--- src/rtl/l2_arbiter.sv ---
// l2_arbiter: shares one L2 line port between I-side (read) and D-side (read/write) L1 caches
// Ports: clk; rst (async, active-low); i_* I-side request/response; d_* D-side request/response;
//   l2_* registered request to L2 plus l2_rdata256/l2_resp coming back.
// Macro L2_ARB_RR_EN: round-robin arbitration instead of fixed D priority with WAIT_LIMIT guard.
module l2_arbiter #(
  parameter int ADDR_W = 32,
  parameter int LINE_W = 256,
  parameter int WAIT_LIMIT = 4
) (
  input  logic              clk,
  input  logic              rst,
  input  logic [ADDR_W-1:0] i_address,
  input  logic              i_read,
  output logic [LINE_W-1:0] i_rdata256,
  output logic              i_resp,
  input  logic [ADDR_W-1:0] d_address,
  input  logic              d_read,
  input  logic              d_write,
  input  logic [LINE_W-1:0] d_wdata256,
  output logic [LINE_W-1:0] d_rdata256,
  output logic              d_resp,
  output logic [ADDR_W-1:0] l2_address,
  output logic              l2_read,
  output logic              l2_write,
  output logic [LINE_W-1:0] l2_wdata256,
  input  logic [LINE_W-1:0] l2_rdata256,
  input  logic              l2_resp
);
  typedef enum logic [1:0] {IDLE, GRANT_I, GRANT_D} state_t;
  state_t state, state_nx;
  logic grant_i, grant_d, idle;
  assign idle = state == IDLE;
`ifdef L2_ARB_RR_EN
  logic rr_last;
  // rr_last = 1 means D was granted last, so I wins the next tie
  assign grant_d = (d_read | d_write) & (!i_read | !rr_last);
  always_ff @(posedge clk or negedge rst)
    if (!rst) rr_last <= 1'b1;
    else if (idle && (grant_i | grant_d)) rr_last <= grant_d;
`else
  logic [3:0] wait_cnt;
  assign grant_d = (d_read | d_write) & (!i_read | wait_cnt != 4'(WAIT_LIMIT));
  always_ff @(posedge clk or negedge rst)
    if (!rst) wait_cnt <= '0;
    else if (!i_read || (idle && grant_i)) wait_cnt <= '0;
    else if (idle && grant_d && wait_cnt != 4'(WAIT_LIMIT)) wait_cnt <= wait_cnt + 4'd1;
`endif
  assign grant_i = i_read & !grant_d;
  always_ff @(posedge clk or negedge rst)
    if (!rst) state <= IDLE;
    else state <= state_nx;
  always_comb begin
    state_nx = state;
    if (idle) state_nx = grant_d ? GRANT_D : grant_i ? GRANT_I : IDLE;
    else if (l2_resp) state_nx = IDLE;
  end
  // simultaneous d_read/d_write is forwarded as a write only
  always_ff @(posedge clk or negedge rst)
    if (!rst) begin
      l2_address  <= '0;
      l2_read     <= 1'b0;
      l2_write    <= 1'b0;
      l2_wdata256 <= '0;
    end else if (idle && (grant_i | grant_d)) begin
      l2_address  <= grant_d ? d_address : i_address;
      l2_read     <= grant_i | !d_write;
      l2_write    <= grant_d & d_write;
      l2_wdata256 <= (grant_d & d_write) ? d_wdata256 : '0;
    end else if (!idle && l2_resp) begin
      l2_read  <= 1'b0;
      l2_write <= 1'b0;
    end
  assign i_resp     = state == GRANT_I && l2_resp;
  assign d_resp     = state == GRANT_D && l2_resp;
  assign i_rdata256 = state == GRANT_I ? l2_rdata256 : '0;
  assign d_rdata256 = state == GRANT_D ? l2_rdata256 : '0;
endmodule
--- config.mk ---
export PLATFORM = sky130hd
export DESIGN_NAME = l2_arbiter
export DESIGN_NICKNAME = d
export VERILOG_FILES = /design/src/rtl/l2_arbiter.sv
export SDC_FILE = /design/constraint.sdc
export NUM_CORES = 1
export LEC_CHECK = 0
export CORE_AREA = 2 2 547 549
export DETAILED_ROUTE_END_ITERATION = 10
export DIE_AREA = 0 0 549 551
export GPL_ROUTABILITY_DRIVEN = 0
export PLACE_DENSITY_LB_ADDON = 0.08
export SLEW_MARGIN = 20
export SYNTH_ARGS = -nofsm -noshare
export SYNTH_HDL_FRONTEND = slang
export SYNTH_SLANG_ARGS = --single-unit
--- constraint.sdc ---
create_clock -name clk -period 2.4 [get_ports clk]
set_input_delay 0.48 -clock clk [delete_from_list [all_inputs] [get_ports clk]]
set_output_delay 0.48 -clock clk [all_outputs]
set_load 0.01 [all_outputs]
==> key figures <==
Run status
  – Outcome: finished, violations left
  – Failing checks: negative setup slack

Timing
  – Worst-margin pin slew: 0.734 ns
  – Fmax: 332 MHz
  – RSZ-0062 raised after global routing: yes
  – Max Transition Viols Final: 0
  – Tmin final: 3.01 ns
  – # setup viols final: 514
  – Period utilization: 1.26
  – Hold_ws: 0.289 ns
  – Rel. slew slack: 0.505
  – Skew final: 0.0738 ns
  – Worst setup slack after layout: -0.615 ns
  – Final Hold Fails: 0

Power and ir drop
  – Lkg Pwr: 16.3 nW
  – Power per cell area: 1020 nW/µm²
  – Total power: 39.2 mW
  – Peak VDD IR: 456 µV

Detailed routing
  – Remaining routing DRC violations: 0
  – Pre-antenna DRT Iters: 5
  – Initial drt markers: 772
  – Detailed Route WL: 204000 µm
  – Detailed-route vias per instance: 2.62
  – Via count: 18.3k
  – Final ANT Viol Nets: 0
  – Drt wl/cell: 29.3 µm

Clock network
  – H-tree levels: 2
  – Clk_lat worst skew: 0.69 ns
  – Num CTS Buffers: 48
  – CTS tree: built
  – Clk root buf: clkbuf_16
  – Clk sinks: 296
  – Worst-path clk slew: 0.06 ns
  – Clock Tree Buf Depth: 3

Yosys
  – Post-Syn Area per Cell: 10.7 µm²
  – Synth Instances: 1374
  – Area of the mapped netlist: 14600 µm²
  – Synthesized Nets: 1958
  – Seq cells post-synth: 296
  – Distinct cells, synth: 30
  – Sequential area share after synthesis: 0.506
  – Synth warn: 0

Critical path
  – R2R depth: 7
  – Crit path max fanout: 15
  – Critical path's slowest cell: clkdlybuf4s50_1
  – Cell Chain, Critical Path: nor2b_4, buf_12, buf_16, buf_12, and2_1, clkdlybuf4s50_1
  – Crit path largest cell delay: 0.54 ns
  – Register-to-register setup slack: 0.33 ns
  – Crit path arrival time: 2.53 ns
  – RR Startpoint: state[0]$_DFFE_PN0P_
  – Setup CP Type: flip-flop to output pin
  – WP data required: 1.92 ns
  – Worst Setup End Kind: output pin
  – Critical R2R Capture: l2_wdata256[52]$_DFFE_PN0P_
  – Setup crit end: i_rdata256[94]
  – CP dominant cell by count: buf_12
  – CP startpoint kind: flip-flop
  – CP Launch Point: state[0]$_DFFE_PN0P_

Final layout
  – Most common cell after layout, fill and taps aside: clkdlybuf4s50_1
  – Layout area overhead: 162%
  – Area occupied by multi-input gates: 6650 µm²
  – Share of layout cells above drive strength 1: 0.264
  – Commonest cells after routing, fill and taps aside: clkdlybuf4s50_1 (973), and2_1 (435), dfrtp_1 (296)
  – Nets: 3543
  – FF/Latch Area: 7410 µm²
  – Util after Layout: 0.130
  – Fin area: 38400 µm²
  – Fillers: 33.8k

Global route
  – Initial antenna violation count: 139
  – Largest net degree at the start of global routing: 65
  – Total GRT Usage: 0.128
  – Global-route wire length before repair: 245000 µm
  – Vias in the first global route: 19.4k
  – Grt ovf: 0

Die
  – Core ar.: 296000 µm²
  – Standard-cell row count: 200
  – IO Pins: 1386
  – Die Ht: 551 µm
  – Die area: 302000 µm²
  – DIE WIDTH: 549 µm
  – Initial Util: 0.0494

Placed design
  – Placed Area: 35700 µm²
  – Port Buffers: 1385
  – DP HPWL: 175000 µm
  – Pre-CTS WS: -0.439 ns

Worst hold path
  – Hold crit path type: primary input to async pin

Job
  – Max_cap viols: 0
==> final cells by class <==
cell class                 instances  area share
inverter                           4    0.000391
tap                             3939       0.128
clock buffer                      77      0.0386
sequential                       296       0.193
multi-input combinational        936       0.173
timing repair buffer            1673       0.461
clock inverter                     7     0.00274
antenna                           36     0.00235
==> state kept, by name, summed over array words and instances, names as in the netlist <==
signal	count
l2_read	1
l2_write	1
l2_address	32
state	2
l2_wdata256	256
wait_cnt	4
==> report_power, final <==
part	switching [mW]	leakage [nW]	internal, mW	total, mW
logic	11.0	11.7	12.0	23.0
clock network	3.09	0.773	4.40	7.48
registers	1.38	3.77	7.28	8.66
==> timing repair <==
| item | 4_1_cts | 5_1_grt |
|---|---|---|
| hold endpoints to repair | 34 | 0 |
| hold buffers | 1 | 0 |
| cloned | 9 | 12 |
| setup buffers | 14 | 38 |
| setup endpoints to repair | 529 | 523 |
| resized for setup | 398 | 809 |
| pin swaps | 5 | 17 |
==> cell families after synthesis <==
| kind of cell | synth area share |
|---|---|
| adder cells (fa/ha/maj) | 0.00171 |
| flip-flops | 0.506 |
| AND/OR/NAND/NOR | 0.242 |
| buffers and inverters | 0.0571 |
| AO/OA/AOI/OAI | 0.193 |
==> through the flow <==
stage	TNS, ns	instances
after floorplan	0	1374
after global placement	-5.78	6783
after detailed placement	-4.46	6783
after CTS	-336.74	6890
after global routing	-239.43	6937
final	-164.48	6968
==> layer usage <==
| metal | global-route usage | vias to the layer above | routed length (µm) |
|---|---|---|---|
| li1 | - | 8029 | - |
| met1 | 0.122 | 8820 | 68200 |
| met2 | 0.235 | 1059 | 105000 |
| met3 | 0.0766 | 277 | 25700 |
| met4 | 0.0253 | 74 | 4760 |
| met5 | 0 | - | 474 |
==> worst min path at each step <==
stage / startpoint / to
2_1_floorplan: rst / l2_address[0]$_DFFE_PN0P_
3_3_place_gp: rst / l2_wdata256[122]$_DFFE_PN0P_
3_5_place_dp: rst / l2_wdata256[122]$_DFFE_PN0P_
4_1_cts: rst / l2_wdata256[122]$_DFFE_PN0P_
5_1_grt: rst / l2_wdata256[122]$_DFFE_PN0P_
6_report: rst / l2_wdata256[122]$_DFFE_PN0P_
==> worst max-delay path, delay by kind of cell (launching register included) <==
| family | cells | cell delay, ns |
|---|---|---|
| buffers and inverters | 4 | 1.05 |
| DFF | 1 | 0.41 |
| and+or+nand+nor | 2 | 0.34 |
==> cell usage after synthesis <==
| cell | count | area, µm² |
|---|---|---|
| inv_1 | 4 | 15.0 |
| nand3b_1 | 1 | 7.51 |
| dfrtp_1 | 296 | 7410 |
| a31o_1 | 1 | 8.76 |
| and3_1 | 1 | 6.26 |
| nand3_1 | 34 | 170 |
| nor2b_1 | 2 | 12.5 |
| o21ai_0 | 33 | 165 |
| nand2_2 | 1 | 6.26 |
| buf_4 | 25 | 188 |
| nor3_1 | 1 | 5.00 |
| or3_1 | 1 | 6.26 |
| clkbuf_1 | 70 | 263 |
| ha_1 | 2 | 25.0 |
| a21oi_1 | 36 | 180 |
| a31oi_1 | 34 | 213 |
| a22o_1 | 256 | 2240 |
| a32o_1 | 1 | 10.0 |
| nand2_1 | 6 | 22.5 |
| and4b_1 | 1 | 10.0 |
| nand4b_4 | 1 | 23.8 |
| and2_1 | 514 | 3220 |
| buf_6 | 25 | 282 |
| nand4_1 | 2 | 12.5 |
| nor2_1 | 2 | 7.51 |
| nand4b_1 | 3 | 26.3 |
| buf_2 | 17 | 85.1 |
| o2bb2ai_1 | 1 | 8.76 |
| buf_1 | 1 | 3.75 |
| or2_2 | 2 | 12.5 |
Power figures use the tool's default switching activity.
